**config.mk**
```make
export PLATFORM = sky130hd
export DESIGN_NAME = dw_hs_src
export DESIGN_NICKNAME = d
export VERILOG_FILES = /design/src/rtl/dw_hs_src.sv
export SDC_FILE = /design/constraint.sdc
export NUM_CORES = 1
export LEC_CHECK = 0
export ABC_AREA = 1
export CAP_MARGIN = 0
export CORE_MARGIN = 5
export CORE_UTILIZATION = 36
export DETAILED_ROUTE_END_ITERATION = 8
export PLACE_DENSITY_LB_ADDON = 0.12
export SLEW_MARGIN = 20
export SYNTH_ARGS = -nofsm -noshare
export SYNTH_HDL_FRONTEND = slang
export SYNTH_SLANG_ARGS = --single-unit
```
**constraint.sdc**
```tcl
create_clock -name clk_s -period 0.9 [get_ports clk_s]
set_input_delay 0.18 -clock clk_s [delete_from_list [all_inputs] [get_ports clk_s]]
set_output_delay 0.18 -clock clk_s [all_outputs]
set_load 0.01 [all_outputs]
```
**src/rtl/dw_hs_src.sv**
```systemverilog
// dw_hs_src: source-clock half of a 4-phase req/ack handshake crossing.
//
// Accepts one word per send while idle, holds it on data_s, raises req_s and
// completes the cycle against ack_d. ack_d is synchronized into clk_s before
// any decision is taken on it.
//
// Parameters:
//   width       data word width
//   f_sync_type flop stages on the ack_d synchronizer (2..4)
//   tmo_cycles  handshake-phase timeout in cycles (timeout build only)
//
// Ports:
//   clk_s    source clock
//   rst_s    synchronous active-high reset
//   init_s_n synchronous active-low soft clear, same effect as rst_s
//   send     transfer request, honoured only while busy is low
//   data_in  word to transfer
//   busy     handshake in progress or ack still high
//   req_s    request to destination
//   data_s   registered word, stable while req_s is high
//   ack_d    asynchronous acknowledge from destination
//   done     one-cycle pulse on handshake completion
//   err      one-cycle pulse on timeout abort (0 when timeout not built)
//
// Build option: define DW_HS_SRC_TIMEOUT_EN to abort REQ/REL phases that stall
// for tmo_cycles-1 cycles.

module dw_hs_src #(
  parameter int unsigned width       = 8,
  parameter int unsigned f_sync_type = 2,
  parameter int unsigned tmo_cycles  = 256
) (
  input  logic             clk_s,
  input  logic             rst_s,
  input  logic             init_s_n,
  input  logic             send,
  input  logic [width-1:0] data_in,
  output logic             busy,
  output logic             req_s,
  output logic [width-1:0] data_s,
  input  logic             ack_d,
  output logic             done,
  output logic             err
);

  typedef enum logic [1:0] {
    StIdle,
    StReq,
    StRel
  } state_e;

  state_e                 state_q, state_d;
  logic                   req_q, req_d;
  logic [width-1:0]       data_q, data_d;
  logic                   done_q, done_d;
  logic [f_sync_type-1:0] sync_q, sync_d;
  logic                   clr;
  logic                   ack_sync;

  // Both clears behave identically; rst_s priority is moot since effects match.
  assign clr      = rst_s | ~init_s_n;
  assign sync_d   = {sync_q[f_sync_type-2:0], ack_d};
  assign ack_sync = sync_q[f_sync_type-1];

`ifdef DW_HS_SRC_TIMEOUT_EN
  localparam int unsigned CntW = $clog2(tmo_cycles);
  localparam logic [CntW-1:0] TmoLast = CntW'(tmo_cycles - 1);

  logic [CntW-1:0] cnt_q, cnt_d, cnt_inc;
  logic            tmo_hit;
  logic            err_q, err_d;

  assign cnt_inc = cnt_q + CntW'(1);
  // Abort on the edge where the counter would reach tmo_cycles-1.
  assign tmo_hit = (cnt_inc == TmoLast);
`endif

  always_comb begin
    state_d = state_q;
    req_d   = req_q;
    data_d  = data_q;
    done_d  = 1'b0;
`ifdef DW_HS_SRC_TIMEOUT_EN
    cnt_d   = cnt_q;
    err_d   = 1'b0;
`endif
    unique case (state_q)
      StIdle: begin
        if (send && !ack_sync) begin
          data_d  = data_in;
          req_d   = 1'b1;
          state_d = StReq;
`ifdef DW_HS_SRC_TIMEOUT_EN
          cnt_d   = '0;
`endif
        end
      end
      StReq: begin
        if (ack_sync) begin
          req_d   = 1'b0;
          state_d = StRel;
`ifdef DW_HS_SRC_TIMEOUT_EN
          cnt_d   = '0;
        end else if (tmo_hit) begin
          req_d   = 1'b0;
          err_d   = 1'b1;
          state_d = StIdle;
          cnt_d   = '0;
        end else begin
          cnt_d   = cnt_inc;
`endif
        end
      end
      StRel: begin
        if (!ack_sync) begin
          done_d  = 1'b1;
          state_d = StIdle;
`ifdef DW_HS_SRC_TIMEOUT_EN
        end else if (tmo_hit) begin
          err_d   = 1'b1;
          state_d = StIdle;
          cnt_d   = '0;
        end else begin
          cnt_d   = cnt_inc;
`endif
        end
      end
      default: state_d = StIdle;
    endcase
  end

  always_ff @(posedge clk_s) begin
    if (clr) begin
      state_q <= StIdle;
      req_q   <= 1'b0;
      data_q  <= '0;
      done_q  <= 1'b0;
      sync_q  <= '0;
    end else begin
      state_q <= state_d;
      req_q   <= req_d;
      data_q  <= data_d;
      done_q  <= done_d;
      sync_q  <= sync_d;
    end
  end

`ifdef DW_HS_SRC_TIMEOUT_EN
  always_ff @(posedge clk_s) begin
    if (clr) begin
      cnt_q <= '0;
      err_q <= 1'b0;
    end else begin
      cnt_q <= cnt_d;
      err_q <= err_d;
    end
  end

  assign err = err_q;
`else
  assign err = 1'b0;
`endif

  assign busy   = (state_q != StIdle) | ack_sync;
  assign req_s  = req_q;
  assign data_s = data_q;
  assign done   = done_q;

endmodule
```
==> reports/results.ini, run 1 <==
[run_status]
status=complete, but fails checks
violations=negative setup slack

[global_route]
overflow=0
grt_pass1_wl_um=2228
grt_util_all_layers_pct=11.45
grt_start_max_net_pins=18
grt_pass1_vias=544
antenna_found_initial=0

[cells_and_area]
syn2layout_area_growth_pct=69.17
finalNetCount=134
final_util_pct=62.47
n_antenna_cell=0
layout-drive-gt1-share_pct=44.54

[place]
gp_congestion=0.7038
place_ws_ns=-0.3475
hpwlAfterDp_um=1012
io_buffers=23

[die]
ios=25
start_util_pct=36.93
fp-row-count=15
core_um2=1670
fp.dieArea_um2=2641
die_h_um=51.40
die_w_um=51.40

[worst_setup_path]
crit_slowest_cell=dfxtp_2
critPathTopFamily=flip-flops
end_kind=output pin
crit_fanout=2
max_stage_delay_ns=0.34
crit_arrival_ns=0.89
crit_chain=nor2_4 > nand2_2 > buf_6
cp_num_buf_inv=1
start_kind=flop
critical_path_class=flop to output pin
critPathRequiredTime_ns=0.72

[logic_synthesis]
synth-async-reset-ratio_pct=0
synth_commonest_cells=14 x dfxtp_1, 14 x inv_1, 12 x nand2_1
synth_fp_nets=95
syn_area_um2=616.8
yosys.cell_types.count=16
syn_avg_cell_area_um2=7.522
ys_ff_latch=14
yosysWarnings=0
synth_edf_count=0
synthTopCellsByArea=dfxtp_1 45%, inv_1 8.5%, nand3_1 8.1%
synth_cells=82
ys_seq_area_share_pct=45.44
ys.flop_type=dfxtp_1
synth_area_leader_cell=dfxtp_1
synth_top_area_share_pct=45.44

[drt]
route.detailed.drc=0
drt_iter0_markers=7
wl_per_cell_um=10.49
antenna_left=0
routed_via_density=4.485
vias=610
totalWireLength_um=1427
dr.pass1.iters=4

[power]
p_clk_share_pct=27.3
power.switching_uw=329.4
pwr-share-comb_pct=21.5
switching_share_pct=25.46
vdd_ir_drop_max_mv=0.8215
leakage_nw=0.4935
seq_power_share_pct=51.2
p_per_area_nw_per_um2=1239
internal_power_uw=964.0

[timing]
finalCriticalPeriod_ns=1.073
finalWorstSetupSlack_ns=-0.1728
fin_tns_setup_ns=-0.8923
maxSlewViolCount=0
finalHoldViolations=0
skew_ns=0.008107
setup_viol_count_final=17
grt_setup_unrepaired=yes
fmax_mhz=932.1
fin_crit_sh_pct=119.2
holdWs_ns=0.3215

[cts]
cts_buffers=3
path_clk_slew_ns=0.08
clockBufferDepth=2
root_buffer=clkbuf_4
cts_htree_levels=1
cts_sinks=14
worstSkewPairLatency_ns=0.28
cts_tree=yes

[worst_hold_path]
hold_path_class=input pin to flop

[flow_run]
drv_cap=0

-- what timing repair did --
item | CTS | global route
gates cloned | 0 | 0
buffers inserted | 1 | 2
gates resized for setup | 71 | 7
setup endpoints to repair | 23 | 23
endpoints found under the hold margin | 0 | 0
hold buffers | 0 | 0
pin swaps | 3 | 5
-- stage by stage --
step	cell area [um2]	total power [mW]	std cells
5_1_grt	1044	1.362	136
6_report	1044	1.293	136
2_1_floorplan	620.6	0.7953	82
3_5_place_dp	944.7	0.9325	131
4_1_cts	1020	1.305	135
3_3_place_gp	944.7	0.9288	131
-- metal layers --
layer,GRT usage [%],up-vias,share of wire [%]
met1,12.59,269,43
met5,0,-,0
met3,3.499,2,6.4
li1,-,325,-
met4,8.297,0,0.98
met2,18.43,14,49
-- flip-flops by register name, indices dropped and copies added, names as in the netlist --
signal and flops:
data_s 8, state_q 2, sync_q 2, done 1, req_s 1
-- worst min-delay path: stages --
cell	delay, ns
dlymetal6s2s_1	0.13
inv_2	0.06
nor2_4	0.04
inv_2	0.11
a21oi_2	0.04
-- layout by cell type (no fill, tap or decap) --
cell type / instances
a21oi_1: 8
a21oi_2: 3
buf_12: 1
buf_4: 10
buf_6: 14
clkbuf_4: 3
clkdlybuf4s50_1: 11
conb_1: 1
dfxtp_1: 1
dfxtp_2: 12
dfxtp_4: 1
dlymetal6s2s_1: 1
inv_1: 13
inv_2: 2
nand2_1: 11
nand2_2: 1
nand2_4: 1
nand3_1: 10
nor2_1: 10
nor2_4: 3
nor3_2: 1
or2_4: 1
-- cells by family after synthesis --
group | Yosys count | share of synthesized area (%)
and+or+nand+nor | 38 | 29.82
other | 1 | 0.6079
AOI/OAI and AO/OA | 11 | 10.14
buffers and inverters | 18 | 14.00
DFF | 14 | 45.44
-- power by group through the flow --
stage / Combinational (mW) / Clock (mW) / Sequential [mW]
4_1_cts: 0.278 / 0.364 / 0.664
3_3_place_gp: 0.259 / 0 / 0.670
6_report: 0.278 / 0.353 / 0.662
5_1_grt: 0.303 / 0.393 / 0.666
2_1_floorplan: 0.115 / 0 / 0.680
3_5_place_dp: 0.262 / 0 / 0.670
-- final cells by class --
| type | count | area (um2) |
|---|---|---|
| fillers | 159 | 626.9 |
| multi-input cells | 50 | 269.0 |
| flip-flops and latches | 14 | 299.0 |
| inverters | 15 | 56.30 |
| clock buffers | 3 | 22.52 |
| well taps | 17 | 21.27 |
| repair buffers | 37 | 375.4 |
-- path summary, 6_finish.rpt --
path | end | slack (ns) | start | cells past startpoint
min | state_q[0]$_SDFFE_PP0P_ | 0.32 | init_s_n | 5
max reg2reg | data_s[3]$_SDFFE_PP0P_ | -0.09 | state_q[1]$_SDFFE_PP0P_ | 5
min reg2reg | sync_q[1]$_SDFF_PP0_ | 0.42 | sync_q[0]$_SDFF_PP0_ | 2
max | busy | -0.17 | state_q[1]$_SDFFE_PP0P_ | 3
Note: power is estimated with default switching activity, not from simulation.
==> inputs of run 2 (changes only) <==
--- a/config.mk
+++ b/config.mk
@@ -5,10 +5,9 @@
 export SDC_FILE = /design/constraint.sdc
 export NUM_CORES = 1
 export LEC_CHECK = 0
-export ABC_AREA = 1
 export CAP_MARGIN = 0
 export CORE_MARGIN = 5
-export CORE_UTILIZATION = 36
+export CORE_UTILIZATION = 37
 export DETAILED_ROUTE_END_ITERATION = 8
 export PLACE_DENSITY_LB_ADDON = 0.12
 export SLEW_MARGIN = 20
==> run 2 against run 1 <==
  * The run still ends with negative setup slack left
  * Via count fell by 13%
  * Total power fell by 4.4%
  * Area after synthesis is 2.4% higher
  * Largest cell class is now multi-input gates
  * Highest routed layer unchanged
==> reports/results.ini, run 2 <==
[run_status]
status=complete, but fails checks
violations=negative setup slack

[worst_setup_path]
critPathTopFamily=simple AND/OR/NAND/NOR gates
cp_num_cells=2
critPathRequiredTime_ns=0.72
end_kind=output pin
crit_slowest_cell=or3_4
critical_path_class=flop to output pin
cp_num_buf_inv=1
r2r_slack_ns=-0.30
cp-startpoint=sync_q[1]$_SDFF_PP0_
r2r_cells=4
endpoint=busy
start_kind=flop
crit_fanout=2
reg2reg_from=state_q[0]$_SDFFE_PP0P_
crit_chain=or3_4 > buf_6
crit_arrival_ns=1.09
max_stage_delay_ns=0.37
r2r-end=data_s[1]$_SDFFE_PP0P_

[flow_run]
drv_cap=0

[drt]
antenna_left=0
drt_iter0_markers=4
vias=533
totalWireLength_um=1399
wl_per_cell_um=12.95
route.detailed.drc=0
dr.pass1.iters=4
routed_via_density=4.935

[power]
power.total_mw=1.236
p_per_area_nw_per_um2=1178
leakage_nw=0.4670
vdd_ir_drop_max_mv=0.7606

[die]
die_w_um=51.33
fp-row-count=15
ios=25
die_h_um=51.33
start_util_pct=37.83
core_um2=1670
fp.dieArea_um2=2634

[logic_synthesis]
ys_seq_area_share_pct=44.36
yosys.cell_types.count=20
synth_cells=58
synth_area_leader_cell=dfxtp_1
synth_top_area_share_pct=44.36
ys.flop_type=dfxtp_1
synth_edf_count=0
synth_fp_nets=71
syn_area_um2=631.9
syn_avg_cell_area_um2=10.89
synth.most_common_cell=nand3b_1
yosysWarnings=0
synth_commonest_cells=17 x nand3b_1, 14 x dfxtp_1, 8 x mux2i_1
synth-async-reset-ratio_pct=0
ys_ff_latch=14
synthTopCellsByArea=dfxtp_1 44%, nand3b_1 20%, mux2i_1 13%

[cts]
path_clk_slew_ns=0.07
cts_tree=yes
root_buffer=clkbuf_4
worstSkewPairLatency_ns=0.27
cts_sinks=14
clockBufferDepth=2
cts_htree_levels=1
cts_buffers=3

[timing]
fin_tns_setup_ns=-2.961
finalWorstSetupSlack_ns=-0.3683
finalHoldViolations=0
fmax_mhz=788.5
setup_viol_count_final=11
fin_crit_sh_pct=140.9
skew_ns=0.001729
maxSlewViolCount=0
grt_setup_unrepaired=yes
finalCriticalPeriod_ns=1.268

[global_route]
overflow=0
grt_pass1_wl_um=2242
grt_pass1_vias=516
grt_util_all_layers_pct=11.80
grt_start_max_net_pins=17
antenna_found_initial=0

[cells_and_area]
fin_area_um2=1050
finalNetCount=106
layout-drive-gt1-share_pct=49.45
final_util_pct=62.85
final_common_cell=nand3b_1
final_cell_mix=17 x nand3b_1, 14 x buf_6, 12 x dfxtp_2
largest_reg_flops=8
n_antenna_cell=0
instances_no_fill=108
syn2layout_area_growth_pct=66.14

[place]
gp_congestion=0.6202
io_buffers=23
post_dp_cell_area_um2=923.4
dp_cells=102
hpwlAfterDp_um=913.7

[worst_hold_path]
hold_path_class=input pin to flop
hold_depth=3

run 2: worst min-delay path: cells and delay by family:
family,cells,cell delay [ns]
buf+inv,1,0.18
simple gates,2,0.15
run 2: final cells by class:
class	count	area [um2]
fillers	148	620.6
multi-input cells	39	362.8
repair buffers	35	347.8
flip-flops and latches	14	295.3
clock buffers	3	22.52
well taps	17	21.27
run 2: logic make-up (layout without fill, tap and decap cells):
logic type                Yosys count  count (layout)  share of synthesized area [%]
other                               1               1                         0.5935
muxes                               8               8                          12.67
buffers and inverters               5              38                          5.148
AOI/OAI and AO/OA                   1               1                          2.773
and+or+nand+nor                    28              28                          33.07
DFF                                14              14                          44.36
xor gates and xnor gates            1               1                          1.386
run 2: power breakdown:
group	internal, mW	switching [mW]	total (mW)
Sequential	0.642	0.0122	0.654
Combinational	0.159	0.0920	0.251
Clock	0.155	0.177	0.332
Total	0.955	0.281	1.24
run 2: how the worst min path moves through the flow:
stage                               startpoint                       to  slack [ns]
final                                 init_s_n  state_q[0]$_SDFFE_PP0P_        0.27
after global routing                  init_s_n  state_q[0]$_SDFFE_PP0P_        0.27
after CTS                 sync_q[0]$_SDFF_PP0_     sync_q[1]$_SDFF_PP0_        0.44
after detailed placement  sync_q[0]$_SDFF_PP0_     sync_q[1]$_SDFF_PP0_        0.42
after global placement    sync_q[0]$_SDFF_PP0_     sync_q[1]$_SDFF_PP0_        0.41
after floorplan                          ack_d     sync_q[0]$_SDFF_PP0_        0.30
run 2: per-stage QoR:
stage	hold slack, ns	setup slack (ns)
6_report	0.2728	-0.3683
5_1_grt	0.2745	-0.4197
4_1_cts	0.4352	-0.3838
3_5_place_dp	0.4171	-0.4783
3_3_place_gp	0.4097	-0.4557
2_1_floorplan	0.3017	-0.1249
run 2: timing repair:
action,4_1_cts,5_1_grt
endpoints found under the hold margin,0,0
resized for setup,70,9
cloned,1,0
pin swaps,2,3
setup buffers,1,1
hold buffers,0,0
endpoints found under the setup margin,24,23
run 2: metal layers:
metal | vias to the layer above | global-route usage [%] | routed length, um
li1 | 275 | - | -
met5 | - | 0 | 0
met2 | 16 | 15.67 | 616
met4 | 0 | 9.170 | 19
met3 | 2 | 2.915 | 93
met1 | 240 | 15.96 | 670
